**src/rtl/calc_key_capture.sv**
```systemverilog
// ---------------------------------------------------------------------------
// calc_key_capture
//
// Front-end stage for the calculator controller. Turns raw keypad activity
// (a level-sensitive key_valid plus a 5-bit key_code) into one event per
// press, accumulates decimal digits into a 32-bit unsigned operand and
// latches the most recent operator.
//
// Ports:
//   clk        in   1   system clock, rising edge
//   rst        in   1   synchronous active-high reset
//   key_valid  in   1   high while a key is held
//   key_code   in   5   0-9 digit, 10 '+', 11 '-', 12 '*', 13 '=', 14-31 invalid
//   num_clr    in   1   clears operand, digit count and overflow while high
//   number     out  32  accumulated operand
//   op_code    out  2   last operator (0 '+', 1 '-', 2 '*', 3 '=')
//   rec_num    out  1   one-cycle pulse per accepted digit
//   rec_op     out  1   one-cycle pulse per accepted operator
//   overflow   out  1   sticky, set when a digit is dropped at MAX_DIGITS
//
// Optional feature macro: KEY_DEBOUNCE_EN
//   When defined, a press must stay high for DEBOUNCE_CYCLES cycles (the
//   rising-edge cycle is the first) before it is decoded. When undefined the
//   event is decoded on the rising-edge cycle itself.
// ---------------------------------------------------------------------------
module calc_key_capture #(
   parameter int MAX_DIGITS = 9
`ifdef KEY_DEBOUNCE_EN
   ,
   parameter int DEBOUNCE_CYCLES = 4
`endif
) (
   input  logic        clk,
   input  logic        rst,
   input  logic        key_valid,
   input  logic [4:0]  key_code,
   input  logic        num_clr,
   output logic [31:0] number,
   output logic [1:0]  op_code,
   output logic        rec_num,
   output logic        rec_op,
   output logic        overflow
);

   localparam int             CW      = $clog2(MAX_DIGITS + 1);
   localparam logic [CW-1:0]  MAX_CNT = CW'(MAX_DIGITS);

   typedef enum logic [1:0] {
      S_IDLE     = 2'd0,
      S_DEBOUNCE = 2'd1,
      S_ACCEPT   = 2'd2,
      S_HELD     = 2'd3
   } state_t;

   state_t         r_state;
   logic           r_prev;
   logic [CW-1:0]  r_cnt;
   logic [31:0]    r_number;
   logic [1:0]     r_op;
   logic           r_rec_num;
   logic           r_rec_op;
   logic           r_ovf;

`ifdef KEY_DEBOUNCE_EN
   localparam int             DBW     = $clog2(DEBOUNCE_CYCLES + 1);
   localparam logic [DBW-1:0] DB_LAST = DBW'(DEBOUNCE_CYCLES - 1);
   logic [DBW-1:0] r_db_cnt;
`endif

   logic           w_edge;
   logic           w_fire;
   logic           w_is_digit;
   logic           w_is_op;
   logic [31:0]    w_base_num;
   logic [CW-1:0]  w_base_cnt;
   logic           w_digit_ok;
   logic           w_digit_drop;
   logic [31:0]    w_next_num;

   assign w_edge = key_valid && !r_prev;

   // w_fire marks the cycle in which the held key_code is decoded.
`ifdef KEY_DEBOUNCE_EN
   assign w_fire = (r_state == S_DEBOUNCE) && key_valid && (r_db_cnt == DB_LAST);
`else
   assign w_fire = (r_state == S_IDLE) && w_edge;
`endif

   assign w_is_digit = (key_code <= 5'd9);
   assign w_is_op    = (key_code >= 5'd10) && (key_code <= 5'd13);

   // num_clr acts first, so a digit in the same cycle loads onto a zero operand.
   assign w_base_num   = num_clr ? 32'd0 : r_number;
   assign w_base_cnt   = num_clr ? {CW{1'b0}} : r_cnt;
   assign w_digit_ok   = w_fire && w_is_digit && (w_base_cnt < MAX_CNT);
   assign w_digit_drop = w_fire && w_is_digit && !(w_base_cnt < MAX_CNT);
   assign w_next_num   = (w_base_num << 3) + (w_base_num << 1) + {28'd0, key_code[3:0]};

   // Press FSM plus operand/operator registers and registered strobes.
   always_ff @(posedge clk) begin
      if (rst) begin
         r_state   <= S_IDLE;
         r_prev    <= 1'b0;
         r_cnt     <= {CW{1'b0}};
         r_number  <= 32'd0;
         r_op      <= 2'd0;
         r_rec_num <= 1'b0;
         r_rec_op  <= 1'b0;
         r_ovf     <= 1'b0;
`ifdef KEY_DEBOUNCE_EN
         r_db_cnt  <= {DBW{1'b0}};
`endif
      end else begin
         r_prev    <= key_valid;
         r_rec_num <= w_digit_ok;
         r_rec_op  <= w_fire && w_is_op;
         r_number  <= w_digit_ok ? w_next_num : w_base_num;
         r_cnt     <= w_digit_ok ? (w_base_cnt + CW'(1)) : w_base_cnt;
         r_ovf     <= num_clr ? 1'b0 : (r_ovf | w_digit_drop);

         // code-10 for codes 10..13 equals (code[1:0] + 2) mod 4.
         if (w_fire && w_is_op) begin
            r_op <= key_code[1:0] + 2'd2;
         end else begin
            r_op <= r_op;
         end

         case (r_state)
            S_IDLE: begin
               if (w_edge) begin
`ifdef KEY_DEBOUNCE_EN
                  r_state  <= S_DEBOUNCE;
                  r_db_cnt <= {DBW{1'b0}};
`else
                  r_state  <= S_ACCEPT;
`endif
               end else begin
                  r_state <= S_IDLE;
               end
            end
`ifdef KEY_DEBOUNCE_EN
            S_DEBOUNCE: begin
               if (!key_valid) begin
                  r_state <= S_IDLE;
               end else if (r_db_cnt == DB_LAST) begin
                  r_state <= S_ACCEPT;
               end else begin
                  r_db_cnt <= r_db_cnt + DBW'(1);
               end
            end
`endif
            S_ACCEPT: begin
               r_state <= S_HELD;
            end
            S_HELD: begin
               if (!key_valid) begin
                  r_state <= S_IDLE;
               end else begin
                  r_state <= S_HELD;
               end
            end
            default: begin
               r_state <= S_IDLE;
            end
         endcase
      end
   end

   assign number   = r_number;
   assign op_code  = r_op;
   assign rec_num  = r_rec_num;
   assign rec_op   = r_rec_op;
   assign overflow = r_ovf;

endmodule

```
**config.mk**
```make
export PLATFORM = sky130hd
export DESIGN_NAME = calc_key_capture
export DESIGN_NICKNAME = d
export VERILOG_FILES = /design/src/rtl/calc_key_capture.sv
export SDC_FILE = /design/constraint.sdc
export NUM_CORES = 1
export LEC_CHECK = 0
export ABC_AREA = 0
export CELL_PAD_IN_SITES_DETAIL_PLACEMENT = 0
export CELL_PAD_IN_SITES_GLOBAL_PLACEMENT = 1
export CORE_ASPECT_RATIO = 0.5
export CORE_MARGIN = 2
export CORE_UTILIZATION = 38
export DETAILED_ROUTE_END_ITERATION = 12
export PLACE_DENSITY = 0.77
export SLEW_MARGIN = 20
export SYNTH_ARGS = -nofsm -noshare
export SYNTH_HDL_FRONTEND = slang
export SYNTH_SLANG_ARGS = --single-unit
```
**constraint.sdc**
```tcl
create_clock -name clk -period 4 [get_ports clk]
set_input_delay 1 -clock clk [delete_from_list [all_inputs] [get_ports clk]]
set_output_delay 1 -clock clk [all_outputs]
set_load 0.01 [all_outputs]
```
==> impl_metrics.csv, run 1 <==
group,metric,value,unit
critical_path,cp_max_fo,3,
sta,final.min_clock_period,3800,ps
synthesis,synth_cell_types,50,
critical_path,crit_required,4170,ps
floorplanning,dieArea,10600,um2
placed_design,placed_area,5160,um2
detailed_routing,wl_met1,5.49,mm
global_route,grt.total_usage,0.213,
synthesis,dominantRegCellSynth,"dfxtp_1",
placed_design,place_hpwl,8.51,mm
detailed_routing,drt_wl_total,10.7,mm
sta,post-route-period-util,0.951,
sta,worst_pin_slew,439,ps
job,cap_violations,0,
critical_path,crit_buf_inv,4,
sta,skew,5.31,ps
critical_path,cp_cell_sequence,"clkdlybuf4s50_1, xor2_1, ha_1, inv_1, fa_1, nand2b_4, a21oi_2, o21ai_0, buf_4, a211oi_4, a221oi_1, buf_4, o21ai_1, xnor2_1, o21ai_0",
power,p_total,1.02,mW
power,peakVddDrop,165,uV
final_layout,insertedDiodeCount,0,
critical_path,setup.worst_path.class,"in2reg",
sta,slew_headroom,0.705,
final_layout,fin_nets,693,
cts,cts_setup_buffers,0,
synthesis,synth_top_area_cell,"dfxtp_1",
power,power_density,191,nW/um2
floorplanning,core_area,9480,um2
floorplanning,die_h,73.9,um
global_route,antenna_found_initial,0,
floorplanning,ios,46,
critical_path,slowest_stage,"clkdlybuf4s50_1",
synthesis,syn_area,3720,um2
final_layout,fin_area,5370,um2
placed_design,dp_slack,-476,ps
synthesis,syn_nets,539,
cts,cts_root_buffer,"clkbuf_16",
detailed_routing,firstDrtPassIters,4,
final_layout,final_cell_mix,"118 x buf_4, 60 x ha_1, 57 x nand2_1",
critical_path,cp-end-kind,"flop",
synthesis,yosysTopAreaCellShare,0.237,
cts,clk_pin_slew,70,ps
synthesis,syn_inst,469,
power,p_leak,2.57,nW
critical_path,cp_slowest_stage_delay,440,ps
cts,clock_path_buffers,2,
detailed_routing,wl_per_cell,14.0,um
cts,cts_tree,"built",
detailed_routing,top_layer_used,"met4",
run_status,outcome,"finished clean",
floorplanning,start_util,0.392,
placed_design,dp.cells,751,
synthesis,ys_ff_latch,44,
final_layout,layout.cells.non_filler,759,
detailed_routing,avgViaCountPerCell,5.02,
floorplanning,fp.dieW,144,um
critical_path,worstPathArrival,3980,ps
detailed_routing,met3_length,423,um
detailed_routing,drcViolationCount,0,
cts,h-tree-depth,2,
sta,finalHoldViolations,0,
synthesis,syn_avg_cell_area,7.92,um2
cts,clock_latency,290,ps
sta,setup_ws,197,ps
detailed_routing,via_count,3809,
global_route,grt-ovfl-total,0,
final_layout,mostFrequentLayoutCell,"buf_4",
final_layout,multi_input_area,2690,um2
worst_hold_path,hold_path_class,"reg2reg",
cts,tritoncts.num_buffers,5,
synthesis,ys_warn_count,0,
synthesis,ys_seq_area_frac,0.237,
sta,finalMaxSlewViolations,0,
floorplanning,rows,25,
critical_path,cpLargestDelayFamily,"compound AO/OA/AOI/OAI gates",
detailed_routing,drt_iter0_markers,157,
synthesis,synth_area_leaders,"dfxtp_1 24%, ha_1 20%, a21oi_1 7.1%",
detailed_routing,antenna_left,0,
placed_design,io_buffers,45,
synthesis,synth_edf_count,0,
final_layout,post-route-util,0.566,
critical_path,start_kind,"input pin",
global_route,grt_pass1_wl,17.9,mm
final_layout,drive_gt1_frac,0.234,
detailed_routing,met2_length,4.71,mm
final_layout,syn_to_final_growth,44.4,%
final_layout,fill_cells,918,
cts,cts.sinks,44,
sta,maxClockFrequency,0.263,GHz
final_layout,final-seq-area,881,um2
synthesis,synthArstFlopShare,0,
sta,rsz0062_at_grt,"true",
global_route,grt_pass1_vias,3709,
sta,final-setup-viol-count,0,
global_route,grt_max_degree,33,
placed_design,place_congestion,0.918,
## power by group
part / leakage (nW) / internal [mW] / switching [mW] / total (mW)
Sequential: 0.355 / 0.443 / 0.00211 / 0.445
Clock: 0.0804 / 0.297 / 0.195 / 0.492
Combinational: 2.14 / 0.0361 / 0.0485 / 0.0846
## final cells by class
type / instances / share of cell area
inverter: 25 / 0.0175
clock buffer: 5 / 0.0233
sequential: 44 / 0.164
tap: 135 / 0.0315
clock inverter: 3 / 0.00863
multi-input combinational: 382 / 0.502
timing repair buffer: 165 / 0.253
## Yosys cell counts (2+ instances only)
master     n
a21o_1    12
o21a_1     2
a221oi_1   2
o32ai_1    7
xnor2_1   20
nand2b_1   9
a31o_2     2
ha_1      60
inv_1     25
nand2_1   57
and2_1     2
o41ai_2    2
o21ai_2    2
nand3_1    5
and3_1     4
o221ai_1   2
o21ai_0   24
nand4_1    6
buf_2      3
nor2_1    33
mux2i_1    2
dfxtp_1   44
nor2b_1   26
a21oi_1   53
or2_2      2
o21ai_1    4
a31oi_1    2
a21oi_2    2
buf_1      2
clkbuf_1  13
nor3_1     4
a211oi_1   5
o211ai_1   4
xor2_1    11
## flip-flops by register name, indices dropped and copies added, names as in the netlist
register,cells
op_code,2
number,32
rec_num,1
r_state,2
rec_op,1
r_cnt,4
overflow,1
r_prev,1
## metrics by stage
step / hold WS (ps) / TNS [ps]
CTS: 466 / 0
global placement: 435 / -3880
global route: 489 / -19.8
floorplan: 456 / 0
detailed placement: 450 / -4700
finish: 462 / 0
## worst register-to-register path, stage by stage, from the launching register on
cell and delay [ps]:
dfxtp_1 360, nor2b_2 250, xor2_1 100, ha_1 320, inv_1 70, fa_1 440
nand2b_4 170, a21oi_2 150, o21ai_0 130, buf_4 180, a211oi_4 240, a221oi_1 130
buf_4 160, o21ai_1 170, xnor2_1 130, o21ai_0 70
## metal layers
| layer | up-vias | track usage |
|---|---|---|
| li1 | 1974 | - |
| met1 | 1783 | 0.309 |
| met5 | - | 0 |
| met4 | 0 | 0.0327 |
| met3 | 2 | 0.0267 |
| met2 | 50 | 0.349 |
## worst paths after layout
check                           slack [ps]                    start                 endpoint  depth (start not counted)
worst min-delay path                   460  op_code[1]$_SDFFE_PP0P_  op_code[1]$_SDFFE_PP0P_                          2
worst max-delay path                   200              key_code[3]    number[30]$_SDFF_PP0_                         15
worst min register to register         460  op_code[1]$_SDFFE_PP0P_  op_code[1]$_SDFFE_PP0P_                          2
worst max register to register         820     number[0]$_SDFF_PP0_    number[30]$_SDFF_PP0_                         15
## what timing repair did
item	4_1_cts	5_1_grt
resized for setup	6	3
hold buffers	0	0
setup endpoints to repair	6	6
## cell families (layout without fill, tap and decap cells)
logic type / Yosys count / after routing / synth area share
AOI/OAI and AO/OA: 136 / 136 / 0.239
adders and majority gates: 61 / 61 / 0.207
muxes: 2 / 2 / 0.00539
buffers and inverters: 43 / 198 / 0.0444
and+or+nand+nor: 152 / 152 / 0.193
xor gates and xnor gates: 31 / 31 / 0.0731
DFF: 44 / 44 / 0.237
Power figures use the tool's default switching activity.
==> run 2: changes to the inputs <==
--- a/config.mk
+++ b/config.mk
@@ -11,6 +11,7 @@
 export CORE_ASPECT_RATIO = 0.5
 export CORE_MARGIN = 2
 export CORE_UTILIZATION = 38
+export CTS_CLUSTER_SIZE = 20
 export DETAILED_ROUTE_END_ITERATION = 12
 export PLACE_DENSITY = 0.77
 export SLEW_MARGIN = 20
==> results of run 2 <==
The final DEF is identical to that of run 1; final timing and power are the same.
==> run 3: changes to the inputs <==
--- a/config.mk
+++ b/config.mk
@@ -18,3 +18,4 @@
 export SYNTH_ARGS = -nofsm -noshare
 export SYNTH_HDL_FRONTEND = slang
 export SYNTH_SLANG_ARGS = --single-unit
+export TNS_END_PERCENT = 20
==> results of run 3 <==
The final DEF is identical to that of run 1; final timing and power are the same.
